## src/rtl/inst_fetcher.sv

```systemverilog
// inst_fetcher: fetch stage holding the PC, with a direct-mapped one-word-line instruction cache
module inst_fetcher #(
  parameter int ICACHE_INDEX_BITS = 4
) (
  input  logic        clk,
  input  logic        rst,
  input  logic        rdy,
  output logic [31:0] pc_to_mem_ctrl,
  output logic        start_query_signal,
  input  logic        finish_query_signal,
  input  logic [31:0] inst_from_mem_ctrl,
  input  logic        stall_from_dispatch,
  output logic        inst_valid_to_dispatch,
  output logic [31:0] inst_to_dispatch,
  output logic [31:0] pc_to_dispatch,
  input  logic        clear_signal_from_rob,
  input  logic [31:0] target_pc_from_rob
);
  localparam int N = 1 << ICACHE_INDEX_BITS;
  localparam int TW = 30 - ICACHE_INDEX_BITS;
  typedef enum logic {IDLE, WAIT_MEM} state_t;
  state_t state_q, state_d;
  logic [31:0] pc_q, pc_d, req_pc_q, req_pc_d, inst_q, inst_d, dpc_q, dpc_d;
  logic start_q, start_d, ivalid_q, ivalid_d;
  logic [N-1:0] valid_q;
  logic [TW-1:0] tag_q [N];
  logic [31:0] data_q [N];
  logic [ICACHE_INDEX_BITS-1:0] idx, fill_idx;
  logic hit, fill;
  assign idx = pc_q[ICACHE_INDEX_BITS+1:2];
  assign fill_idx = req_pc_q[ICACHE_INDEX_BITS+1:2];
  assign hit = valid_q[idx] && tag_q[idx] == pc_q[31:ICACHE_INDEX_BITS+2];
  assign fill = state_q == WAIT_MEM && finish_query_signal;
  assign pc_to_mem_ctrl = req_pc_q;
  assign start_query_signal = start_q;
  assign inst_valid_to_dispatch = ivalid_q;
  assign inst_to_dispatch = inst_q;
  assign pc_to_dispatch = dpc_q;
  // next state: clear redirects, IDLE serves hits or issues a miss, WAIT_MEM returns on finish
  always_comb begin
    state_d = state_q;
    pc_d = pc_q;
    req_pc_d = req_pc_q;
    inst_d = inst_q;
    dpc_d = dpc_q;
    start_d = 1'b0;
    ivalid_d = 1'b0;
    if (clear_signal_from_rob) begin
      state_d = IDLE;
      pc_d = target_pc_from_rob;
    end else if (state_q == IDLE) begin
      if (!hit) begin
        start_d = 1'b1;
        req_pc_d = pc_q;
        state_d = WAIT_MEM;
      end else if (!stall_from_dispatch) begin
        ivalid_d = 1'b1;
        inst_d = data_q[idx];
        dpc_d = pc_q;
        pc_d = pc_q + 32'd4;
      end
    end else if (finish_query_signal) begin
      state_d = IDLE;
    end
  end
  // pipeline registers, frozen while rdy is low
  always_ff @(posedge clk) begin
    if (rst) begin
      state_q <= IDLE;
      pc_q <= '0;
      req_pc_q <= '0;
      inst_q <= '0;
      dpc_q <= '0;
      start_q <= 1'b0;
      ivalid_q <= 1'b0;
    end else if (rdy) begin
      state_q <= state_d;
      pc_q <= pc_d;
      req_pc_q <= req_pc_d;
      inst_q <= inst_d;
      dpc_q <= dpc_d;
      start_q <= start_d;
      ivalid_q <= ivalid_d;
    end
  end
  // cache fill for the outstanding request, also taken when a clear lands on the finish cycle
  always_ff @(posedge clk) begin
    if (rst) begin
      valid_q <= '0;
    end else if (rdy && fill) begin
      valid_q[fill_idx] <= 1'b1;
      tag_q[fill_idx] <= req_pc_q[31:ICACHE_INDEX_BITS+2];
      data_q[fill_idx] <= inst_from_mem_ctrl;
    end
  end
endmodule

```

## config.mk

```make
export PLATFORM = sky130hd
export DESIGN_NAME = inst_fetcher
export DESIGN_NICKNAME = d
export VERILOG_FILES = /design/src/rtl/inst_fetcher.sv
export SDC_FILE = /design/constraint.sdc
export NUM_CORES = 1
export LEC_CHECK = 0
export CELL_PAD_IN_SITES_DETAIL_PLACEMENT = 0
export CELL_PAD_IN_SITES_GLOBAL_PLACEMENT = 2
export CORE_UTILIZATION = 45
export DETAILED_ROUTE_END_ITERATION = 12
export PLACE_DENSITY = 0.74
export SYNTH_ARGS = -nofsm -noshare
export SYNTH_HDL_FRONTEND = slang
export SYNTH_SLANG_ARGS = --single-unit
export TNS_END_PERCENT = 5
```

## constraint.sdc

```tcl
create_clock -name clk -period 7.2 [get_ports clk]
set_input_delay 1.44 -clock clk [delete_from_list [all_inputs] [get_ports clk]]
set_output_delay 1.44 -clock clk [all_outputs]
set_load 0.02 [all_outputs]
```

==> reports/metrics.yaml <==
status: "completed"
grt_overflow: 0
synth_area_um2: 42400
synth_area_per_cell_um2: 18.7
clockBufferDepth: 3
fin_crit_ns: 4.98
fin_skew_ns: 0.0249
hold_buffers: 0
clockRootBuffer: "clkbuf_16"
critPathMaxStageDelay_ns: 0.72
cts_buffers: 110
grt_pass1_wl_mm: 154
power.density_nw_per_um2: 266
nets: 2525
dp_cells: 3596
antenna_found_initial: 6
slew_viol_final: 0
hold_path_class: "reg -> reg"
cts_num_sinks: 1079
final_cell_mix: "edfxtp_1, mux4_2, mux2i_1"
drive_above_1_share_pct: 20.6
start_util_pct: 45.4
fp-row-count: 112
io_pins: 168
crit_type: "reg -> reg"
final_common_cell: "edfxtp_1"
worstPathArrival_ns: 5.59
maxCapViolCount: 0
synthesis.instances: 2264
core_area_um2: 93300
rr_worst_depth: 12
dpl_cell_area_um2: 45500
dp_hpwl_mm: 60.9
setup_viol: 0
clk_pin_slew_worst_paths_ns: 0.06
wl_per_cell_um: 27.8
synth_ff_type: "edfxtp_1"
finalPower_mw: 13.0
relSlewSlack_pct: 23.0
wl_mm: 106
stdcell_area_um2: 49100
vias: 21900
grt_max_degree: 90
path_common_cell: "buf_4"
grt_pass1_vias: 22700
max_freq_ghz: 0.201
grt_util_all_layers_pct: 22.4
cts_tree: "built"
report.final.hold_viol_count: 0
synth_nets: 2335
die-area_um2: 95400
hold-path-cell-count: 2
max_slew.worst_pin.slew_ns: 1.16
start_kind: "flop"
synthDistinctLibCells: 77
routabilityCongestion: 0.826
post_cts_buffers: 0
rsz0062_at_grt: "false"
dieWidth_um: 309
async_reset_ff_share_pct: 0
cts_resized: 0
synth_seq_cells: 1079
drt_iter0_drc: 1836
tns_ns: 0
drcViolationCount: 0
die_y_um: 309
vdd_drop_max_mv: 0.254
final_antenna_net_count: 0
end_kind: "flop"
synth_seq_area_share_pct: 72.9
dr.pass1.iters: 5
fin_util_pct: 52.6
worst_path_max_delay_cell: "dfxtp_4"
cts_max_level: 3
numPortBuffers: 167
finalCritPeriodShare_pct: 69.2
power.leakage_nw: 15.4
area.growth.synth_to_final_pct: 15.9
cp_cell_sequence: "buf_4 -> nor2b_1 -> a2111oi_0 -> nor4_1 -> o41ai_2 -> o2111ai_2 -> or4_1 -> nor3_4 -> nor2_2 -> buf_4 -> mux2_1 -> o21ai_1"
synth-edff-count: 928
crit_fanout: 34
final_cells: 3806
yosysWarnings: 0
cp.required_ns: 7.81
insertion_delay_ns: 0.68
vias_per_cell: 5.76
==> critical path, delay by kind of cell, from the launching register on <==
kind                   cells  cell delay, ns
multiplexers               1            0.34
flip-flops                 1            0.72
AO/OA/AOI/OAI              4            1.42
AND/OR/NAND/NOR            5            1.54
buffers and inverters      2            0.82
==> registers in the layout (all words and copies together) (netlist names), named ones only <==
| signal | flops |
|---|---|
| pc_to_mem_ctrl | 32 |
| inst_to_dispatch | 32 |
| start_query_signal | 1 |
| valid_q | 16 |
| state_q | 1 |
| data_q | 512 |
| pc_to_dispatch | 32 |
| inst_valid_to_dispatch | 1 |
| pc_q | 32 |
| tag_q | 416 |
==> cells in the mapped netlist, types with 9 or more instances <==
master	instances	share of area [%]
edfxtp_1	928	66
mux4_2	234	12
mux2i_1	188	4.4
dfxtp_1	151	7.1
nor2_1	148	1.3
clkbuf_1	77	0.68
nand2_1	69	0.61
nand3_1	36	0.43
a21oi_1	33	0.39
o22ai_1	30	0.44
buf_6	25	0.66
inv_1	24	0.21
o21ai_0	21	0.25
buf_1	19	0.17
buf_2	19	0.22
a22oi_1	18	0.32
mux2_2	17	0.45
o31ai_1	16	0.28
o21ai_1	14	0.17
xor2_1	13	0.27
nor2b_1	12	0.18
or2_2	11	0.16
nand2b_1	10	0.15
xnor2_1	10	0.21
and3_1	9	0.13
nor3_1	9	0.11
==> logic make-up after synthesis <==
family	synth area share, %
flip-flops	72.9
multiplexers	17.4
AND/OR/NAND/NOR	4.09
AO/OA/AOI/OAI	3.05
buffers and inverters	2.10
XOR/XNOR	0.475
adder cells (fa/ha/maj)	0.0295
==> where the power goes <==
group	internal, mW	switching (mW)
Combinational	0.255	0.305
Sequential	6.77	0.0765
Clock	3.27	2.36
==> area by class of cell <==
class | instances | area (um^2)
well taps | 1254 | 1570
clock buffers | 170 | 3230
inverters | 25 | 93.8
fillers | 7448 | 44200
clock inverters | 39 | 387
multi-input cells | 1012 | 10700
diodes | 1 | 2.50
repair buffers | 226 | 2200
flip-flops and latches | 1079 | 30900
==> routing by layer <==
metal,global-route usage (%),share of wire [%],vias to the layer above
li1,-,-,9500
met1,30.3,42,11600
met2,36.8,49,649
met3,3.84,5.4,178
met4,7.96,3.4,8
met5,0,0.045,-
==> through the flow <==
| step | hold WS (ns) | setup WS, ns |
|---|---|---|
| final | 0.472 | 2.22 |
| after global routing | 0.495 | 1.81 |
| after CTS | 0.470 | 2.21 |
| after detailed placement | 0.461 | 2.22 |
| after global placement | 0.457 | 2.27 |
| after floorplan | 0.449 | 1.92 |
==> final timing paths <==
| check | from | endpoint | slack (ns) |
|---|---|---|---|
| max reg2reg | flop | pc_q[7] | 2.22 |
| max | flop | pc_q[7] | 2.22 |
| min | valid_q[10] | valid_q[10] | 0.47 |
| min reg2reg | valid_q[10] | valid_q[10] | 0.47 |
Power figures use the tool's default switching activity.
